`src/rtl/fft_arith_pkg.sv`:
```
// Shared arithmetic definitions: divider widths, FSM encoding and saturation constants.
package fft_arith_pkg;

  localparam int unsigned DIV_N = 17;
  localparam int unsigned DIV_M = 9;

  typedef enum logic [1:0] {
    S_IDLE = 2'd0,
    S_BUSY = 2'd1,
    S_DONE = 2'd2
  } div_state_e;

  // Quotient reported for divide-by-zero and for the single overflowing case.
  localparam logic [DIV_N-1:0] Q_SAT_POS = 17'h0FFFF;
  localparam logic [DIV_N-1:0] Q_SAT_NEG = 17'h10001;

endpackage

```
`src/rtl/N_bit_adder.sv`:
```
// Plain ripple-style N-bit adder with carry in and carry out.
module N_bit_adder #(
  parameter int unsigned N = 10
) (
  input  logic [N-1:0] i_a,
  input  logic [N-1:0] i_b,
  input  logic         i_cin,
  output logic [N-1:0] o_sum,
  output logic         o_cout
);

  assign {o_cout, o_sum} = {1'b0, i_a} + {1'b0, i_b} + {{N{1'b0}}, i_cin};

endmodule

```
`src/rtl/divider_17_9bit.sv`:
```
// Signed restoring divider: one quotient bit per cycle on magnitudes, signs applied at the end.
module divider_17_9bit
  import fft_arith_pkg::*;
#(
  parameter int unsigned N = DIV_N,
  parameter int unsigned M = DIV_M
) (
  input  logic         clk,
  input  logic         rst_n,
  input  logic         start,
  input  logic [N-1:0] dividend,
  input  logic [M-1:0] divisor,
  output logic         busy,
  output logic         data_valid,
  output logic [N-1:0] quotient,
  output logic [M-1:0] remainder,
  output logic         div_by_zero,
  output logic         overflow
);

  localparam int unsigned CW = $clog2(N + 1);

  div_state_e     r_state;
  logic [CW-1:0]  r_cnt;
  logic [N-1:0]   r_quo_sh;
  logic [M-1:0]   r_rem;
  logic [M-1:0]   r_dvs_mag;
  logic           r_dvd_neg;
  logic           r_dvs_neg;
  logic           r_busy;
  logic           r_data_valid;
  logic [N-1:0]   r_quotient;
  logic [M-1:0]   r_remainder;
  logic           r_div_by_zero;
  logic           r_overflow;

  logic [M:0]     w_shift;
  logic [M:0]     w_neg_dvs;
  logic [M:0]     w_diff;
  logic           w_ge;
  logic           w_q_neg;
  logic           w_unused_diff_msb;

  // Partial remainder shifted left with the next dividend bit entering at the bottom.
  assign w_shift   = {r_rem, r_quo_sh[N-1]};
  assign w_neg_dvs = ~{1'b0, r_dvs_mag};
  assign w_q_neg   = r_dvd_neg ^ r_dvs_neg;

  // Carry out of shift + (-|divisor|) means the trial difference is non-negative.
  N_bit_adder #(
    .N (M + 1)
  ) u_trial_sub (
    .i_a    (w_shift),
    .i_b    (w_neg_dvs),
    .i_cin  (1'b1),
    .o_sum  (w_diff),
    .o_cout (w_ge)
  );

  // A kept difference is always below |divisor|, so its top bit is always zero.
  assign w_unused_diff_msb = w_diff[M];

  always_ff @(posedge clk or negedge rst_n) begin
    if (!rst_n) begin
      r_state       <= S_IDLE;
      r_cnt         <= '0;
      r_quo_sh      <= '0;
      r_rem         <= '0;
      r_dvs_mag     <= '0;
      r_dvd_neg     <= 1'b0;
      r_dvs_neg     <= 1'b0;
      r_busy        <= 1'b0;
      r_data_valid  <= 1'b0;
      r_quotient    <= '0;
      r_remainder   <= '0;
      r_div_by_zero <= 1'b0;
      r_overflow    <= 1'b0;
    end else begin
      r_data_valid <= 1'b0;
      case (r_state)
        S_IDLE: begin
          if (start) begin
            r_dvd_neg <= dividend[N-1];
            r_dvs_neg <= divisor[M-1];
            r_quo_sh  <= dividend[N-1] ? N'(-dividend) : dividend;
            r_dvs_mag <= divisor[M-1] ? M'(-divisor) : divisor;
            r_rem     <= '0;
            r_cnt     <= '0;
            r_busy    <= 1'b1;
            r_state   <= S_BUSY;
          end
        end
        S_BUSY: begin
          r_rem    <= w_ge ? w_diff[M-1:0] : w_shift[M-1:0];
          r_quo_sh <= {r_quo_sh[N-2:0], w_ge};
          r_cnt    <= r_cnt + CW'(1);
          if (r_cnt == CW'(N - 1)) begin
            r_state <= S_DONE;
          end
        end
        S_DONE: begin
          // Only -2^(N-1) / -1 yields a positive magnitude with the top bit set.
          if (r_dvs_mag == '0) begin
            r_div_by_zero <= 1'b1;
            r_overflow    <= 1'b0;
            r_quotient    <= r_dvd_neg ? N'(Q_SAT_NEG) : N'(Q_SAT_POS);
            r_remainder   <= '0;
          end else if (!w_q_neg && r_quo_sh[N-1]) begin
            r_div_by_zero <= 1'b0;
            r_overflow    <= 1'b1;
            r_quotient    <= N'(Q_SAT_POS);
            r_remainder   <= '0;
          end else begin
            r_div_by_zero <= 1'b0;
            r_overflow    <= 1'b0;
            r_quotient    <= w_q_neg ? N'(-r_quo_sh) : r_quo_sh;
            r_remainder   <= r_dvd_neg ? M'(-r_rem) : r_rem;
          end
          r_data_valid <= 1'b1;
          r_busy       <= 1'b0;
          r_state      <= S_IDLE;
        end
        default: begin
          r_busy  <= 1'b0;
          r_state <= S_IDLE;
        end
      endcase
    end
  end

  assign busy        = r_busy;
  assign data_valid  = r_data_valid;
  assign quotient    = r_quotient;
  assign remainder   = r_remainder;
  assign div_by_zero = r_div_by_zero;
  assign overflow    = r_overflow;

endmodule
```
`config.mk`:
```
export PLATFORM = sky130hd
export DESIGN_NAME = divider_17_9bit
export DESIGN_NICKNAME = d
export VERILOG_FILES = /design/src/rtl/fft_arith_pkg.sv /design/src/rtl/N_bit_adder.sv /design/src/rtl/divider_17_9bit.sv
export SDC_FILE = /design/constraint.sdc
export NUM_CORES = 1
export LEC_CHECK = 0
export CORE_MARGIN = 2
export CORE_UTILIZATION = 35
export DETAILED_ROUTE_END_ITERATION = 6
export PLACE_DENSITY = 0.57
export SLEW_MARGIN = 20
export SYNTH_ARGS = -nofsm -noshare
export SYNTH_HDL_FRONTEND = slang
export SYNTH_SLANG_ARGS = --single-unit
```
`constraint.sdc`:
```
create_clock -name clk -period 2.1 [get_ports clk]
set_input_delay 0.21 -clock clk [delete_from_list [all_inputs] [get_ports clk]]
set_output_delay 0.21 -clock clk [all_outputs]
set_load 0.01 [all_outputs]
```
==> results.sh <==
export IMPL_firstDrtPassIters=5
export IMPL_postPlaceCellArea_um2=5690
export IMPL_cts_htree_levels=3
export IMPL_cts_root_buf="clkbuf_16"
export IMPL_setup_viol=3
export IMPL_wirelength_um=12400
export IMPL_path_depth=9
export IMPL_core_rowCount=41
export IMPL_worstPathArrival_ns=2.38
export IMPL_cp_required_ns=2.33
export IMPL_grt_overflow=0
export IMPL_drv_slew=0
export IMPL_clock_skew_ns=0.00798
export IMPL_fin_crit_ns=2.15
export IMPL_hold_violations=0
export IMPL_synthAdderAreaFrac_pct=4.53
export IMPL_p_per_area_nw_per_um2=1590
export IMPL_die_w_um=118
export IMPL_syn_to_final_growth_pct=32.2
export IMPL_synthFlopType="dfrtp_1"
export IMPL_critPathKind="reg -> reg"
export IMPL_yosysSeqAreaShare_pct=40.4
export IMPL_grt_pass1_wl_um=20900
export IMPL_grt_pass1_vias=4128
export IMPL_synth_common_cells="dfrtp_1, o21ai_0, nand2_1"
export IMPL_violations="negative setup slack"
export IMPL_die_area_um2=14000
export IMPL_die_h_um=118
export IMPL_synth_nets=572
export IMPL_fin_nets=672
export IMPL_yosys_area_share_simple_pct=19.7
export IMPL_cts_tree="built"
export IMPL_rsz0062_at_grt="yes"
export IMPL_max_freq_mhz=465
export IMPL_drive_gt1_share_pct=15.4
export IMPL_worst_slack_ns=-0.0520
export IMPL_synth_top_cell_area_share_pct=40.4
export IMPL_grt_usage_pct=18.6
export IMPL_coreArea_um2=12700
export IMPL_numCtsBuffers=9
export IMPL_slowest_delay_ns=0.40
export IMPL_synth_seq_cells=74
export IMPL_final_cells=803
export IMPL_ys_warn_count=0
export IMPL_ant_nets=0
export IMPL_post_route_util_pct=47.6
export IMPL_synth_compound_area_share_pct=23.2
export IMPL_start_util_pct=36.1
export IMPL_crit_slowest_cell="or4_1"
export IMPL_hold_class="in -> async"
export IMPL_slew_headroom_pct=56.7
export IMPL_final_period_utilization_pct=102
export IMPL_end_kind="flip-flop"
export IMPL_grt_max_degree=40
export IMPL_port_buffers=58
export IMPL_worst_pin_slew_ns=0.647
export IMPL_yosys_top_cells_area="dfrtp_1, o21ai_0, nand2_1"
export IMPL_r2r_start="r_quo_sh[16]$_DFFE_PN0P_"
export IMPL_synth_top_family_by_area="compound AO/OA/AOI/OAI gates"
export IMPL_p_total_mw=9.61
export IMPL_syn_area_per_cell_um2=8.70
export IMPL_ys_async_sr_fraction_pct=100
export IMPL_diodes=0
export IMPL_via_count=4250
export IMPL_num_io_pins=59
export IMPL_gp_congestion=0.863
export IMPL_syn_area_um2=4590
export IMPL_cp_top_family="simple AND/OR/NAND/NOR gates"
export IMPL_hold_ws_ns=0.363
export IMPL_path_max_fanout=3
export IMPL_final_area_um2=6060
export IMPL_cts_sinks=74
export IMPL_peakVddDrop_v=0.000706
export IMPL_synth_edff_count=0
export IMPL_ff2ff_path_depth=9
export IMPL_final_setup_tns_ns=-0.117
export IMPL_max_cap_violations=0
export IMPL_synth_most_common_cell="dfrtp_1"
export IMPL_crit_buf_inv=2
export IMPL_hpwl_um=9430
export IMPL_vias_per_cell=5.29
export IMPL_synthCells=527
export IMPL_drt_initial_drc_count=317
export IMPL_cp_start_kind="flip-flop"
export IMPL_clk_latency_ns=0.35
export IMPL_post_place_ws_ns=-0.0811
export IMPL_synth_xor_area_share_pct=6.11
export IMPL_antenna_found_initial=0
export IMPL_synth_distinct_cells=59
export IMPL_clk_pin_slew_ns=0.06
export IMPL_place_inst=784
export IMPL_yosys_area_top_type="dfrtp_1"
export IMPL_wl_per_cell_um=15.4
export IMPL_synth_mux_area_share_pct=1.31
export IMPL_drc=0
export IMPL_status="finished, violations left"
export IMPL_leakage_nw=2.57
export IMPL_crit_path_cell_trace="inv_2 -> ha_4 -> inv_2 -> fa_2 -> a21o_1 -> nand4_1 -> a21oi_2 -> or4_1 -> a32o_1"
export IMPL_r2r_end="r_rem[8]$_DFFE_PN0P_"
export IMPL_critical_path_most_common_cell="inv_2"
export IMPL_r2r_slack_ns=-0.05
export IMPL_clockBufferDepth=2
repair_timing:
item / in CTS / in global routing
resized for setup: 1 / 15
buffers inserted: 1 / 2
pin swaps: 4 / 6
setup endpoints to repair: 2 / 11
endpoints found under the hold margin: 35 / 0
hold buffers: 1 / 0
cells by family (layout without fill, tap and decap cells):
kind of cell    count (synthesis)  after routing
xor+xnor                       32             32
mux                             6              6
simple gates                  175            175
flops                          74             74
compound gates                172            172
fa+ha+maj                      16             16
buf+inv                        52            156
worst max path at each step:
stage	start	endpoint	slack, ns
6_report	r_quo_sh[16]$_DFFE_PN0P_	r_rem[8]$_DFFE_PN0P_	-0.05
5_1_grt	r_quo_sh[16]$_DFFE_PN0P_	r_rem[8]$_DFFE_PN0P_	-0.15
4_1_cts	r_quo_sh[16]$_DFFE_PN0P_	r_rem[8]$_DFFE_PN0P_	-0.06
3_5_place_dp	r_quo_sh[16]$_DFFE_PN0P_	r_rem[8]$_DFFE_PN0P_	-0.08
3_3_place_gp	r_quo_sh[16]$_DFFE_PN0P_	r_rem[8]$_DFFE_PN0P_	-0.03
2_1_floorplan	r_quo_sh[16]$_DFFE_PN0P_	r_rem[8]$_DFFE_PN0P_	-0.06
state kept, by name (all words and copies together) (netlist names):
register,count
remainder,9
r_quo_sh,17
r_dvd_neg,1
r_state,2
r_dvs_mag,9
overflow,1
quotient,17
busy,1
data_valid,1
r_rem,9
r_cnt,5
r_dvs_neg,1
div_by_zero,1
power breakdown:
part	switching, mW	internal, mW
Combinational	2.97	2.60
Sequential	0.539	2.05
Clock	0.598	0.854
layer usage:
metal	track usage [%]	up-vias	share of wire, %
met1	25.7	1994	48
met3	3.52	17	4.8
met4	7.66	0	1.9
met5	0	-	0
li1	-	2131	-
met2	28.5	108	46
cell usage in the layout (no fill, tap or decap), types with 3 or more instances in the layout:
| cell | instances |
|---|---|
| nor2b_1 | 6 |
| nor4_1 | 8 |
| a22oi_1 | 7 |
| nand2_1 | 56 |
| clkdlybuf4s50_1 | 57 |
| o41ai_1 | 5 |
| xor2_1 | 23 |
| nand3_1 | 15 |
| a21o_1 | 3 |
| dfrtp_1 | 74 |
| mux2i_1 | 6 |
| or3_1 | 6 |
| and3_1 | 9 |
| a32o_1 | 3 |
| o21ai_1 | 6 |
| ha_1 | 14 |
| clkinvlp_4 | 3 |
| o211ai_1 | 11 |
| nor2_1 | 29 |
| or4_1 | 5 |
| nand2b_1 | 5 |
| a21oi_1 | 34 |
| o31ai_1 | 15 |
| xnor2_1 | 9 |
| buf_4 | 56 |
| o21ai_0 | 60 |
| nor3_1 | 7 |
| o21ai_2 | 3 |
| clkbuf_16 | 9 |
| nand4_1 | 9 |
| inv_1 | 24 |
final cells by class:
cell class                 instances  area, um^2
inverter                          26        97.6
clock buffer                      11         253
tap                              172         215
fill                            1265        6660
timing repair buffer             115        1020
multi-input combinational        401        2600
sequential                        74        1850
clock inverter                     4        27.5
(Power assumes the default switching activity.)
